**src/rtl/tdm_pkg.sv**
```systemverilog
// Shared definitions for the 8-channel TDM transmit and receive sides.
package tdm_pkg;

    localparam int NUM_CH = 8;
    localparam int SEL_W  = 3;

    localparam logic [SEL_W-1:0] LAST_SLOT = SEL_W'(NUM_CH - 1);

    typedef enum logic {
        IDLE,
        SEND
    } tdm_state_e;

endpackage

```
**src/rtl/tdm_mux_8_1.sv**
```systemverilog
// 8:1 TDM transmitter: a one-frame shadow buffer feeds an active frame
// that is serialised one channel sample per clock with its slot index.
module tdm_mux_8_1
    import tdm_pkg::*;
#(
    parameter int WIDTH = 1
) (
    input  logic                    clk,
    input  logic                    rst,
    input  logic [NUM_CH*WIDTH-1:0] d,
    input  logic                    d_valid,
    output logic                    d_ready,
    output logic [WIDTH-1:0]        y,
    output logic [SEL_W-1:0]        s,
    output logic                    y_valid,
    output logic                    sof
);

    tdm_state_e              state;
    logic [SEL_W-1:0]        slot;
    logic [SEL_W-1:0]        slot_inc;
    logic [NUM_CH*WIDTH-1:0] shadow;
    logic [NUM_CH*WIDTH-1:0] active;
    logic                    shadow_full;
    logic                    accept;
    logic [WIDTH-1:0]        next_sample;

    assign d_ready  = !shadow_full;
    assign accept   = d_valid && !shadow_full;
    assign slot_inc = slot + 1'b1;

    // Outputs are registered, so pick the sample for the slot being entered.
    always_comb begin
        next_sample = '0;
        for (int unsigned k = 0; k < NUM_CH; k++) begin
            if (slot_inc == SEL_W'(k)) begin
                next_sample = active[k*WIDTH +: WIDTH];
            end
        end
    end

    always_ff @(posedge clk) begin
        if (rst) begin
            state       <= IDLE;
            slot        <= '0;
            shadow      <= '0;
            active      <= '0;
            shadow_full <= 1'b0;
            y           <= '0;
            s           <= '0;
            y_valid     <= 1'b0;
            sof         <= 1'b0;
        end else begin
            // Accept and shadow->active move are exclusive: one needs the
            // shadow empty, the other needs it full.
            if (accept) begin
                shadow      <= d;
                shadow_full <= 1'b1;
            end

            unique case (state)
                IDLE: begin
                    if (shadow_full) begin
                        state       <= SEND;
                        active      <= shadow;
                        shadow_full <= 1'b0;
                        slot        <= '0;
                        y           <= shadow[0 +: WIDTH];
                        s           <= '0;
                        y_valid     <= 1'b1;
                        sof         <= 1'b1;
                    end else begin
                        y       <= '0;
                        s       <= '0;
                        y_valid <= 1'b0;
                        sof     <= 1'b0;
                    end
                end
                SEND: begin
                    if (slot != LAST_SLOT) begin
                        slot    <= slot_inc;
                        y       <= next_sample;
                        s       <= slot_inc;
                        y_valid <= 1'b1;
                        sof     <= 1'b0;
                    end else if (shadow_full) begin
                        active      <= shadow;
                        shadow_full <= 1'b0;
                        slot        <= '0;
                        y           <= shadow[0 +: WIDTH];
                        s           <= '0;
                        y_valid     <= 1'b1;
                        sof         <= 1'b1;
                    end else begin
                        state   <= IDLE;
                        slot    <= '0;
                        y       <= '0;
                        s       <= '0;
                        y_valid <= 1'b0;
                        sof     <= 1'b0;
                    end
                end
                default: begin
                    state <= IDLE;
                end
            endcase
        end
    end

endmodule

```
**config.mk**
```make
export PLATFORM = sky130hd
export DESIGN_NAME = tdm_mux_8_1
export DESIGN_NICKNAME = d
export VERILOG_FILES = /design/src/rtl/tdm_pkg.sv /design/src/rtl/tdm_mux_8_1.sv
export SDC_FILE = /design/constraint.sdc
export NUM_CORES = 1
export LEC_CHECK = 0
export CAP_MARGIN = 20
export CORE_MARGIN = 2
export CORE_UTILIZATION = 55
export DETAILED_ROUTE_END_ITERATION = 8
export GPL_ROUTABILITY_DRIVEN = 0
export PLACE_DENSITY = 0.82
export SYNTH_ARGS = -nofsm -noshare
export SYNTH_HDL_FRONTEND = slang
export SYNTH_SLANG_ARGS = --single-unit
export TNS_END_PERCENT = 1
```
**constraint.sdc**
```tcl
create_clock -name clk -period 3.3 [get_ports clk]
set_input_delay 0.66 -clock clk [delete_from_list [all_inputs] [get_ports clk]]
set_output_delay 0.66 -clock clk [all_outputs]
set_load 0.005 [all_outputs]
```
==> flow_metrics.tcl, run 1 <==
set metrics [dict create \
    drv_slew 0 \
    placed_area_um2 1290 \
    overflow 0 \
    period_share_pct 67.7 \
    routedWlPerCell_um 13.2 \
    grt_pass1_wl_um 4110 \
    slew-limit-headroom_pct 60.5 \
    netlist_area_um2 1110 \
    final_core_util_pct 69.1 \
    yosysSeqAreaShare_pct 47.1 \
    cp.arrival_ps 1570 \
    post-synth-top-area-fraction_pct 47.1 \
    nFillCells 192 \
    min_to "shadow[3]$_SDFFE_PP0P_" \
    drtPass1Iterations 4 \
    drc 0 \
    critPathTopFamily "flip-flops" \
    syn_inst 127 \
    final_nets 162 \
    drive_gt1_share_pct 6.99 \
    hold_depth 2 \
    vias 918 \
    yosys_warnings 0 \
    dp.cells 166 \
    clock_latency_ps 310 \
    drv_cap 0 \
    die_x_um 48.8 \
    syn_nets 145 \
    status "complete, no violations" \
    initial_core_util_pct 57.6 \
    worst_slew_pin_slew_ps 591 \
    antenna_found_initial 0 \
    slowest_stage "dfxtp_1" \
    power_leakage_nw 0.514 \
    rsz0062_at_grt "no" \
    slowest_delay_ps 670 \
    period_needed_ps 2230 \
    antenna_cells 0 \
    fin_skew_ps 2.05 \
    hpwl_um 1720 \
    instances_no_fill 170 \
    timing.rr.start "slot[0]$_SDFFE_PP0P_" \
    num_rows 16 \
    hold_buffers 0 \
    grt_max_degree 19 \
    clockBufferDepth 2 \
    r2r_cells 6 \
    irDropWorstVdd_mv 0.267 \
    cp-start-kind "flop" \
    routed_wl_um 2250 \
    core_area_um2 1920 \
    cp_max_fo 13 \
    min_from "shadow[3]$_SDFFE_PP0P_" \
    numCtsBuffers 3 \
    cp-end-kind "primary output" \
    fin_setup_tns_ps 0 \
    post_cts_buffers 0 \
    hold_slack_ps 466 \
    syn-mean-instance-area_um2 8.71 \
    cts_tree "yes" \
    cts_sinks 26 \
    synth_top_cell_by_area "dfxtp_1" \
    min_path_type "reg -> reg" \
    path_cells "inv_2 -> clkdlybuf4s50_1" \
    cts.clk_slew.worst_paths_ps 130 \
    dieArea_um2 2390 \
    ys_types 31 \
    finalSetupViolCount 0 \
    timing.critical_path.buf_inv 2 \
    grt_pass1_vias 938 \
    regToRegSetupSlack_ps 1400 \
    io_buffer_count 17 \
    cts_resized 0 \
    fp.dieH_um 48.8 \
    cts-root-buf "clkbuf_4" \
    first_iter_violations 12 \
    worstSetupPathType "reg -> out" \
    track_usage_pct 22.6 \
    vias_per_cell 5.40 \
    area_growth_pct 20.0 \
    postRouteAntennaNets 0 \
    design_area_um2 1330 \
    p_per_area_nw_per_um2 422 \
    h-tree-depth 1 \
    synth.area.top_cells "dfxtp_1 (47%), nand2_1 (9.5%), a21oi_1 (9.0%)" \
    worstPathRequired_ps 2640 \
    hold_violations 0 \
    io_pins 18 \
    ys_seq_elements 26 \
    r2r_end "y$_SDFF_PP0_" \
    fmax_mhz 448 \
]
==> placed cells by master (no fill, tap or decap), types with 2 or more instances in the layout <==
cell	count
nor2b_1	2
a21oi_1	20
clkbuf_4	3
ha_1	7
nand3_1	8
nand2_1	28
nor2_1	5
dfxtp_1	26
inv_1	4
clkdlybuf4s50_1	17
and3b_1	2
==> per-stage QoR <==
stage	setup slack (ps)	total power, mW
finish	1070	0.560
floorplan	1600	0.381
CTS	1070	0.565
global placement	1340	0.406
global route	972	0.597
detailed placement	1310	0.410
==> synth_stat cells <==
| cell type | number |
|---|---|
| nor3b_1 | 1 |
| nand3_1 | 8 |
| clkbuf_1 | 1 |
| nor2b_1 | 2 |
| nor4_2 | 1 |
| buf_1 | 2 |
| o221ai_1 | 1 |
| nor2_1 | 5 |
| buf_2 | 3 |
| a2111oi_0 | 1 |
| and3b_1 | 2 |
| nand2b_1 | 1 |
| ha_1 | 7 |
| inv_2 | 1 |
| a21oi_1 | 20 |
| inv_1 | 4 |
| nand2_2 | 1 |
| dfxtp_1 | 26 |
| a21o_1 | 1 |
| nor3_2 | 1 |
| a31oi_1 | 1 |
| nand2_1 | 28 |
| a22oi_1 | 1 |
| a211oi_1 | 1 |
| a211o_1 | 1 |
| mux2i_1 | 1 |
| and3b_2 | 1 |
| nor4bb_1 | 1 |
| a32o_1 | 1 |
| and4bb_1 | 1 |
| a31o_1 | 1 |
==> cell type report <==
cell class	count	area (µm²)	share of cell area, %
clock buffer	4	36.3	2.73
timing repair buffer	18	178	13.4
tap	27	33.8	2.54
inverter	5	18.8	1.41
multi-input combinational	90	541	40.7
sequential	26	520	39.2
==> how the worst max path moves through the flow <==
stage	to	slack, ps	from	depth (start not counted)
after global placement	y$_SDFF_PP0_	1340	rst	4
final	d_ready	1070	shadow_full$_SDFF_PP0_	2
after global routing	d_ready	970	shadow_full$_SDFF_PP0_	2
after CTS	d_ready	1070	shadow_full$_SDFF_PP0_	2
after floorplan	y$_SDFF_PP0_	1600	slot[0]$_SDFFE_PP0P_	6
after detailed placement	y$_SDFF_PP0_	1310	rst	4
==> metal layers <==
metal  global-route usage (%)  part of all wire [%]  vias to the layer above
li1                         -                     -                      466
met1                     25.2                    42                      421
met2                     40.0                    52                       23
met3                     3.99                   3.3                        8
met4                     13.3                   2.7                        0
met5                        0                     0                        -
==> cells by family (layout without fill, tap and decap cells) <==
family / Yosys count / count (layout) / synth area share, %
adders and majority gates: 7 / 7 / 7.92
AOI/OAI and AO/OA: 29 / 29 / 15.7
muxes: 1 / 1 / 0.905
and+or+nand+nor: 53 / 53 / 24.3
DFF: 26 / 26 / 47.1
buffers and inverters: 11 / 27 / 4.07
==> power breakdown <==
group | leakage, nW | switching [mW] | total (mW) | internal, mW
logic | 0.282 | 0.0332 | 0.0645 | 0.0313
registers | 0.212 | 0.0123 | 0.339 | 0.326
clock network | 0.0210 | 0.0895 | 0.157 | 0.0674
total | 0.514 | 0.135 | 0.560 | 0.425
==> worst register-to-register path, stage by stage (launching register included) <==
cell,delay [ps]
dfxtp_1,460
ha_1,220
ha_1,180
nand2b_1,400
nor4_2,120
a32o_1,260
a31o_1,170
==> registers in the layout, indices dropped and copies added (netlist names) <==
signal	count
slot	3
y	1
shadow_full	1
active	8
shadow	8
state	1
sof	1
s	3
No activity file was read; power rests on OpenSTA's default activity.
==> run 2: changes to the inputs <==
--- a/config.mk
+++ b/config.mk
@@ -7,10 +7,10 @@
 export LEC_CHECK = 0
 export CAP_MARGIN = 20
 export CORE_MARGIN = 2
-export CORE_UTILIZATION = 55
+export CORE_UTILIZATION = 46
 export DETAILED_ROUTE_END_ITERATION = 8
 export GPL_ROUTABILITY_DRIVEN = 0
-export PLACE_DENSITY = 0.82
+export PLACE_DENSITY = 0.73
 export SYNTH_ARGS = -nofsm -noshare
 export SYNTH_HDL_FRONTEND = slang
 export SYNTH_SLANG_ARGS = --single-unit
==> constraint.sdc (replaced) <==
create_clock -name clk -period 2.05 [get_ports clk]
set_input_delay 0.41 -clock clk [delete_from_list [all_inputs] [get_ports clk]]
set_output_delay 0.41 -clock clk [all_outputs]
set_load 0.005 [all_outputs]
==> flow_metrics.tcl, run 2 (synthesis gave the netlist of run 1 again) <==
set metrics [dict create \
    hold_slack_ps 462 \
    cts_tree "yes" \
    worstPathRequired_ps 2280 \
    period_share_pct 96.3 \
    cp.arrival_ps 2200 \
    drc 0 \
    die_x_um 53.0 \
    clockBufferDepth 2 \
    clock_latency_ps 320 \
    first_iter_violations 15 \
    post_cts_buffers 0 \
    fp.dieH_um 53.0 \
    final_common_cell "nand2_1" \
    track_usage_pct 18.3 \
    cts_sinks 26 \
    top_regs "active (8), shadow (8)" \
    regToRegSetupSlack_ps 70 \
    grt_pass1_vias 888 \
    hpwl_um 1690 \
    io_pins 18 \
    vias_per_cell 5.18 \
    worst_slew_pin_slew_ps 483 \
    worstSetupPathType "reg -> reg" \
    drv_cap 0 \
    instances_no_fill 176 \
    status "complete, no violations" \
    drv_slew 0 \
    irDropWorstVdd_mv 0.579 \
    power.total_mw 1.01 \
    initial_core_util_pct 49.5 \
    r2r_end "y$_SDFF_PP0_" \
    cp-end-kind "flop" \
    fin_skew_ps 4.68 \
    routedWlPerCell_um 12.3 \
    final_cell_mix "nand2_1 (28), dfxtp_1 (26), a21oi_1 (20), clkdlybuf4s50_1 (17), nand3_1 (8)" \
    slew-limit-headroom_pct 67.0 \
    min_path_type "reg -> reg" \
    power_leakage_nw 0.546 \
    dieArea_um2 2810 \
    antenna_cells 0 \
    cts-root-buf "clkbuf_4" \
    multi_input_area_um2 549 \
    period_needed_ps 1980 \
    overflow 0 \
    hold_buffers 0 \
    fmax_mhz 506 \
    final_nets 167 \
    pre_cts_slack_ps 144 \
    dp.cells 172 \
    postRouteAntennaNets 0 \
    num_rows 17 \
    drive_gt1_share_pct 10.1 \
    rsz0062_at_grt "no" \
    critPathLaunch "slot[0]$_SDFFE_PP0P_" \
    final-seq-area_um2 520 \
    fin_setup_tns_ps 0 \
    area_growth_pct 25.8 \
    timing.rr.start "slot[0]$_SDFFE_PP0P_" \
    hold_violations 0 \
    grt_max_degree 16 \
    finalSetupViolCount 0 \
    numCtsBuffers 3 \
    cp_max_fo 8 \
    cts_resized 0 \
    cp-start-kind "flop" \
    drtPass1Iterations 6 \
    io_buffer_count 17 \
    grt_pass1_wl_um 3730 \
    antenna_found_initial 0 \
    worst_slack_ps 75.0 \
    nFillCells 200 \
    h-tree-depth 1 \
    vias 911 \
    crit_end "y$_SDFF_PP0_" \
    core_area_um2 2230 \
    routed_wl_um 2160 \
    p_per_area_nw_per_um2 723 \
    cts.clk_slew.worst_paths_ps 140 \
    r2r_cells 5 \
]
==> run 2: cell count changes in the layout (fill, tap and decap cells not counted) <==
cell | previous run | this run
nor4_2 | 1 | 0
clkbuf_8 | 1 | 0
buf_4 | 1 | 6
nor4_4 | 0 | 1
bufinv_16 | 0 | 1
==> run 2: worst max-delay path, stage by stage (launching register included) <==
cell       delay [ps]
dfxtp_1           400
ha_1              240
ha_1              380
a2111oi_0         510
a211oi_1          120
a31o_1            240
==> run 2: layer usage <==
layer | up-vias | share of wire (%) | wire [µm] | track usage (%)
met5 | - | 0 | 0 | 0
met4 | 0 | 0.60 | 13 | 3.85
met3 | 2 | 4.7 | 102 | 5.08
met2 | 25 | 51 | 1100 | 34.2
met1 | 406 | 44 | 942 | 20.4
li1 | 478 | - | - | -
==> run 2: how the worst min path moves through the flow <==
stage                     cells past startpoint              startpoint                endpoint
after global routing                          2  shadow[7]$_SDFFE_PP0P_  shadow[7]$_SDFFE_PP0P_
after CTS                                     2  active[7]$_SDFFE_PP0P_  active[7]$_SDFFE_PP0P_
after global placement                        2  active[4]$_SDFFE_PP0P_  active[4]$_SDFFE_PP0P_
final                                         2  active[7]$_SDFFE_PP0P_  active[7]$_SDFFE_PP0P_
after floorplan                               2  active[7]$_SDFFE_PP0P_  active[7]$_SDFFE_PP0P_
after detailed placement                      2  active[7]$_SDFFE_PP0P_  active[7]$_SDFFE_PP0P_
==> run 2: metrics by stage <==
step                instance area, µm²  util (%)
global placement                  1330      59.6
floorplan                         1110         -
CTS                               1380      61.9
finish                            1390      62.3
detailed placement                1330      59.6
global route                      1390      62.3
==> run 2: report_power, final <==
part           switching (mW)  total (mW)  internal (mW)
clock network           0.151       0.349          0.198
registers              0.0149       0.540          0.526
logic                  0.0580       0.117         0.0586
total                   0.224        1.01          0.782
==> run 2: layout make-up <==
type	instances	share of cell area [%]
clock buffers	3	1.62
well taps	28	2.52
repair buffers	23	15.5
multi-input cells	90	39.5
clock inverters	1	2.16
flip-flops and latches	26	37.4
inverters	5	1.35
==> run 3: changes to the inputs <==
--- a/config.mk
+++ b/config.mk
@@ -11,7 +11,8 @@
 export DETAILED_ROUTE_END_ITERATION = 8
 export GPL_ROUTABILITY_DRIVEN = 0
 export PLACE_DENSITY = 0.73
+export SKIP_CTS_REPAIR_TIMING = 1
 export SYNTH_ARGS = -nofsm -noshare
 export SYNTH_HDL_FRONTEND = slang
 export SYNTH_SLANG_ARGS = --single-unit
-export TNS_END_PERCENT = 1
+export TNS_END_PERCENT = 50
==> results of run 3 <==
Final layout, timing and power as in run 2 (identical DEF).
